## config.mk

```make
export PLATFORM = sky130hd
export DESIGN_NAME = vx_gbar_responder
export DESIGN_NICKNAME = d
export VERILOG_FILES = /design/src/rtl/VX_gpu_pkg.sv /design/src/rtl/vx_gbar_slot.sv /design/src/rtl/vx_gbar_responder.sv
export SDC_FILE = /design/constraint.sdc
export NUM_CORES = 1
export LEC_CHECK = 0
export CAP_MARGIN = 25
export CORE_AREA = 2 2 71 73
export CTS_BUF_LIST = sky130_fd_sc_hd__clkbuf_4
export CTS_CLUSTER_DIAMETER = 80
export DETAILED_ROUTE_END_ITERATION = 8
export DIE_AREA = 0 0 73 75
export PLACE_DENSITY = 0.75
export SLEW_MARGIN = 5
export SYNTH_ARGS = -nofsm -noshare
export SYNTH_HDL_FRONTEND = slang
export SYNTH_SLANG_ARGS = --single-unit
```

## constraint.sdc

```tcl
create_clock -name clk -period 1.8 [get_ports clk]
set_clock_uncertainty 0.15 [all_clocks]
set_input_delay 0.18 -clock clk [delete_from_list [all_inputs] [get_ports clk]]
set_output_delay 0.18 -clock clk [all_outputs]
set_load 0.02 [all_outputs]
```

## src/rtl/VX_gpu_pkg.sv

```systemverilog
// Shared global-barrier types and width derivations, common to the core-side requester and the cluster responder.
package VX_gpu_pkg;

  localparam int GBAR_NUM_CORES    = 4;
  localparam int GBAR_NUM_BARRIERS = 4;

  function automatic int clog2_min1(input int n);
    return (n > 1) ? $clog2(n) : 1;
  endfunction

  localparam int NC_WIDTH = clog2_min1(GBAR_NUM_CORES);
  localparam int NB_WIDTH = clog2_min1(GBAR_NUM_BARRIERS);

  typedef struct packed {
    logic [NB_WIDTH-1:0] id;
    logic [NC_WIDTH-1:0] size_m1;
    logic [NC_WIDTH-1:0] core_id;
  } gbar_req_data_t;

  typedef struct packed {
    logic [NB_WIDTH-1:0] id;
  } gbar_rsp_data_t;

endpackage

```

## src/rtl/vx_gbar_slot.sv

```systemverilog
// One barrier id: arrival counter plus arrived-core mask; release_o is combinational on the final arrival.
module vx_gbar_slot
  import VX_gpu_pkg::*;
#(
  parameter int NUM_CORES = GBAR_NUM_CORES
) (
  input  logic                clk,
  input  logic                reset_n,
  input  logic                arrive_i,
  input  logic [NC_WIDTH-1:0] core_id_i,
  input  logic [NC_WIDTH-1:0] size_m1_i,
  output logic                release_o,
  output logic                open_o
);

  localparam logic [NC_WIDTH-1:0] CTR_ONE = 1;
  localparam logic [NC_WIDTH-1:0] CTR_MAX = NUM_CORES - 1;

  logic [NC_WIDTH-1:0]  ctr_q, ctr_d;
  logic [NUM_CORES-1:0] mask_q, mask_d;
  logic [NC_WIDTH-1:0]  size_q, size_d;
  logic                 dup;
  logic                 last;

  assign dup       = mask_q[core_id_i];
  assign last      = (ctr_q == size_m1_i);
  assign release_o = arrive_i && !dup && last;
  assign open_o    = |mask_q;

  always_comb begin
    ctr_d  = ctr_q;
    mask_d = mask_q;
    size_d = size_q;
    if (arrive_i && !dup) begin
      if (last) begin
        ctr_d  = '0;
        mask_d = '0;
      end else begin
        ctr_d             = ctr_q + CTR_ONE;
        mask_d[core_id_i] = 1'b1;
        // Remember the epoch's first size only to cross-check later arrivals.
        if (!open_o) size_d = size_m1_i;
      end
    end
  end

  always_ff @(posedge clk) begin
    if (!reset_n) begin
      ctr_q  <= '0;
      mask_q <= '0;
      size_q <= '0;
    end else begin
      ctr_q  <= ctr_d;
      mask_q <= mask_d;
      size_q <= size_d;
    end
  end

  always_ff @(posedge clk) begin
    if (reset_n && arrive_i) begin
      assert (!dup)
        else $warning("gbar: duplicate arrival from core %0d ignored", core_id_i);
      assert (!open_o || dup || size_m1_i == size_q)
        else $warning("gbar: size_m1 %0d differs from epoch value %0d", size_m1_i, size_q);
      assert (dup || last || ctr_q != CTR_MAX)
        else $warning("gbar: arrival counter overflow");
    end
  end

endmodule

```

## src/rtl/vx_gbar_responder.sv

```systemverilog
// Cluster-level global-barrier responder: one arrival per cycle, registered one-cycle release broadcast.
// Optional GBAR_PERF_EN adds release and open-cycle counters; otherwise the perf ports are tied to zero.
module vx_gbar_responder
  import VX_gpu_pkg::*;
#(
  parameter int NUM_CORES    = GBAR_NUM_CORES,
  parameter int NUM_BARRIERS = GBAR_NUM_BARRIERS
) (
  input  logic                clk,
  input  logic                reset_n,
  input  logic                req_valid,
  output logic                req_ready,
  input  logic [NB_WIDTH-1:0] req_id,
  input  logic [NC_WIDTH-1:0] req_size_m1,
  input  logic [NC_WIDTH-1:0] req_core_id,
  output logic                rsp_valid,
  output logic [NB_WIDTH-1:0] rsp_id,
  output logic [31:0]         perf_releases,
  output logic [31:0]         perf_wait_cycles
);

  gbar_req_data_t          req;
  gbar_rsp_data_t          rsp_q, rsp_d;
  logic                    rsp_valid_q, rsp_valid_d;
  logic                    ready_q;
  logic                    req_fire;
  logic [NUM_BARRIERS-1:0] slot_arrive;
  logic [NUM_BARRIERS-1:0] slot_release;
  logic [NUM_BARRIERS-1:0] slot_open;

  assign req       = '{id: req_id, size_m1: req_size_m1, core_id: req_core_id};
  assign req_fire  = req_valid && ready_q;
  assign req_ready = ready_q;
  assign rsp_valid = rsp_valid_q;
  assign rsp_id    = rsp_q.id;

  for (genvar b = 0; b < NUM_BARRIERS; b++) begin : g_slot
    assign slot_arrive[b] = req_fire && (req.id == NB_WIDTH'(b));

    vx_gbar_slot #(
      .NUM_CORES (NUM_CORES)
    ) u_slot (
      .clk       (clk),
      .reset_n   (reset_n),
      .arrive_i  (slot_arrive[b]),
      .core_id_i (req.core_id),
      .size_m1_i (req.size_m1),
      .release_o (slot_release[b]),
      .open_o    (slot_open[b])
    );
  end

  // Only the addressed slot can release, so the id comes straight from the request.
  always_comb begin
    rsp_valid_d = |slot_release;
    rsp_d       = rsp_q;
    if (rsp_valid_d) rsp_d.id = req.id;
  end

  always_ff @(posedge clk) begin
    if (!reset_n) begin
      ready_q     <= 1'b0;
      rsp_valid_q <= 1'b0;
      rsp_q       <= '0;
    end else begin
      ready_q     <= 1'b1;
      rsp_valid_q <= rsp_valid_d;
      rsp_q       <= rsp_d;
    end
  end

`ifdef GBAR_PERF_EN
  logic [31:0] perf_rel_q, perf_rel_d;
  logic [31:0] perf_wait_q, perf_wait_d;

  always_comb begin
    perf_rel_d  = perf_rel_q + {31'd0, rsp_valid_q};
    perf_wait_d = perf_wait_q + {31'd0, |slot_open};
  end

  always_ff @(posedge clk) begin
    if (!reset_n) begin
      perf_rel_q  <= '0;
      perf_wait_q <= '0;
    end else begin
      perf_rel_q  <= perf_rel_d;
      perf_wait_q <= perf_wait_d;
    end
  end

  assign perf_releases    = perf_rel_q;
  assign perf_wait_cycles = perf_wait_q;
`else
  logic unused_open;
  assign unused_open      = |slot_open;
  assign perf_releases    = '0;
  assign perf_wait_cycles = '0;
`endif

endmodule

```

==> out/metrics.yaml <==
hold_path:
  min_to: "g_slot[2].u_slot.mask_q[3]"
  min-delay-start: "req_core_id[0]"
  whs_path_depth: 4
  hp-class: "input port to register"
clocking:
  worstSkewPairLatency_ns: 0.33
  htree_num_levels: 1
  cts_inserted_buffers: 3
  cts_max_path_buffers: 2
  path_clk_slew_ns: 0.15
  cts.sinks: 28
  cts_tree: "built"
  clockRootBuffer: "clkbuf_4"
logic_synthesis:
  synthTopCellsByArea: "dfxtp_1 32%, buf_4 27%, nor2_1 5.3%"
  ys_seq_area_frac: 0.319
  synth_edf_count: 0
  synthesis.area_sq_um: 1760
  synthArstFlopShare: 0
  yosysWarnings: 0
  ys.flop_type: "dfxtp_1"
  yosysUniqueCellTypes: 39
  synthCells: 193
  yosysTopAreaCellShare: 0.319
  synth_top_area_cell: "dfxtp_1"
  yosys_register_bits: 28
  syn_avg_cell_area_sq_um: 9.10
run:
  maxCapViolations: 0
place:
  placed_cells: 272
  port_buffers: 12
  gp_congestion: 0.794
  dp.final_hpwl_um: 2360
  dp_worst_setup_slack_ns: -0.565
pwr:
  power.total_uw: 1320
  p_leak_uw: 0.000847
  vdd_ir_drop_max_mv: 0.532
  cellPowerDensity_nw_per_um2: 680
critical_path:
  end_kind: "register"
  start_kind: "register"
  timing.rr.start: "g_slot[1].u_slot.mask_q[3]"
  cp_max_fo: 4
  r2r_cells: 4
  crit_slowest_cell: "mux4_2"
  crit_path_cell_trace: "mux4_2 -> nor4_4 -> nand2b_4 -> nor2_1"
  critPathMaxStageDelay_ns: 0.52
  cp_data_arrival_time_ns: 1.86
  path_class: "register to register"
  reg2reg_to: "g_slot[1].u_slot.mask_q[3]"
  reg2reg_slack_ns: 0.04
  cp_data_required_time_ns: 1.89
  startpoint: "g_slot[1].u_slot.mask_q[3]"
sta:
  tns_ns: 0
  min_period_over_period: 0.980
  hold_violations: 0
  finalCriticalPeriod_ns: 1.76
  timing.fmax_mhz: 567
  setup_viol: 0
  rsz0062_at_grt: "yes"
  slew_viol_final: 0
  setup_ws_ns: 0.0354
cells_and_area:
  fin_util: 0.417
  fill_cells: 468
  stdcell_count: 278
  nets: 234
  antennaDiodeCount: 0
  synthToLayoutAreaGrowth_pct: 10.8
  drive_gt1_frac: 0.188
global_route:
  antenna_found_initial: 0
  gr-total-overflow: 0
  grt_pass1_vias: 1032
  track_usage: 0.112
  grt_pass1_wl_um: 4640
  grt_max_degree: 17
die:
  die_area_sq_um: 5480
  die_x_um: 73
  io_pins: 77
  placementRows: 25
  start_util: 0.377
  chipHeight_um: 75
  core_area_sq_um: 4660
detailed_routing:
  dr.pass1.iters: 4
  met1_length_um: 1320
  drt-wirelength-per-cell_um: 10.9
  viasPerCell: 4.27
  met2_length_um: 1500
  num_vias: 1186
  totalWireLength_um: 3030
  top_layer: "met4"
  drc: 0
  drt_iter0_markers: 63
  ant_nets: 0
  wl_met3_um: 201
outcome:
  status: "finished clean"
## cell families after synthesis
family | after synthesis | share of synthesized area
buffers and inverters | 71 | 0.294
AND/OR/NAND/NOR | 51 | 0.173
flip-flops | 28 | 0.319
AO/OA/AOI/OAI | 23 | 0.0827
XOR/XNOR | 14 | 0.0699
multiplexers | 5 | 0.0592
other | 1 | 0.00214
## cell type report
cell class                      instances  area (sq um)  area share
Clock buffer                            3          22.5      0.0116
Sequential cell                        28           562       0.289
Clock inverter                          1          30.0      0.0154
Timing Repair Buffer                   32           275       0.141
Inverter                                3          11.3     0.00579
Multi-Input combinational cell        157           977       0.502
Tap cell                               54          67.6      0.0347
## critical path, delay by kind of cell, from the launching register on
family | cells | cell delay [ns]
AND/OR/NAND/NOR | 3 | 0.66
flip-flops | 1 | 0.35
multiplexers | 1 | 0.52
## flip-flops by register name, indices dropped and copies added, names as in the netlist
name	count
g_slot.u_slot.mask_q	16
rsp_id	2
rsp_valid	1
g_slot.u_slot.ctr_q	8
req_ready	1
## layer usage
layer | vias to the layer above | global-route usage
met3 | 2 | 0.0295
met1 | 548 | 0.137
met2 | 61 | 0.196
met4 | 0 | 0.0247
li1 | 575 | -
met5 | - | 0
## metrics by stage
step	hold WS [ns]	cell area (sq um)
after detailed placement	0.291	1810
after CTS	0.219	1920
after floorplan	0.0577	1990
after global placement	0.287	1810
final	0.225	1950
after global routing	0.241	1950
## where the power goes
part | switching [uW] | total (uW) | leakage [uW] | internal, uW
Combinational | 194 | 268 | 0.000592 | 74.4
Sequential | 8.91 | 640 | 0.000227 | 631
Clock | 189 | 414 | 0.0000279 | 225
Total | 392 | 1320 | 0.000847 | 931
## synthesized netlist by cell type, drive strengths merged, types with 2 or more instances
cell type / count
nand4b: 2
inv: 3
xor2: 8
nand2b: 2
a21oi: 12
nor3: 3
nor3b: 2
xnor2: 6
nor2b: 2
nand2: 5
nor4: 3
mux4: 4
a31oi: 4
a21boi: 2
buf: 67
dfxtp: 28
nor2: 25
## worst max-delay path by stage
stage,to,slack [ns],depth (start not counted)
6_report,g_slot[1].u_slot.mask_q[3],0.04,4
5_1_grt,rsp_id[0],-0.04,4
4_1_cts,g_slot[0].u_slot.ctr_q[0],0.07,5
3_5_place_dp,g_slot[3].u_slot.mask_q[3],-0.57,6
3_3_place_gp,g_slot[3].u_slot.mask_q[3],-0.52,6
2_1_floorplan,g_slot[3].u_slot.ctr_q[0],0.08,5
## placed cells by master, fill, tap and decap left out, types with 2 or more instances in the layout
master,instances
conb_1,64
dfxtp_1,27
nor2_1,25
buf_4,18
a21oi_1,12
clkdlybuf4s50_1,10
xor2_1,7
xnor2_1,6
nand2_1,5
mux4_2,4
a31oi_1,4
nor4_4,3
inv_1,3
clkbuf_4,3
nand4b_1,2
nor2b_1,2
nor3_1,2
dlygate4sd2_1,2
buf_6,2
## timing repair
item	CTS	global route
hold buffers	0	0
endpoints found under the setup margin	27	3
pin swaps	4	2
gates resized for setup	12	4
setup buffers	2	0
Note: power is estimated with default switching activity, not from simulation.
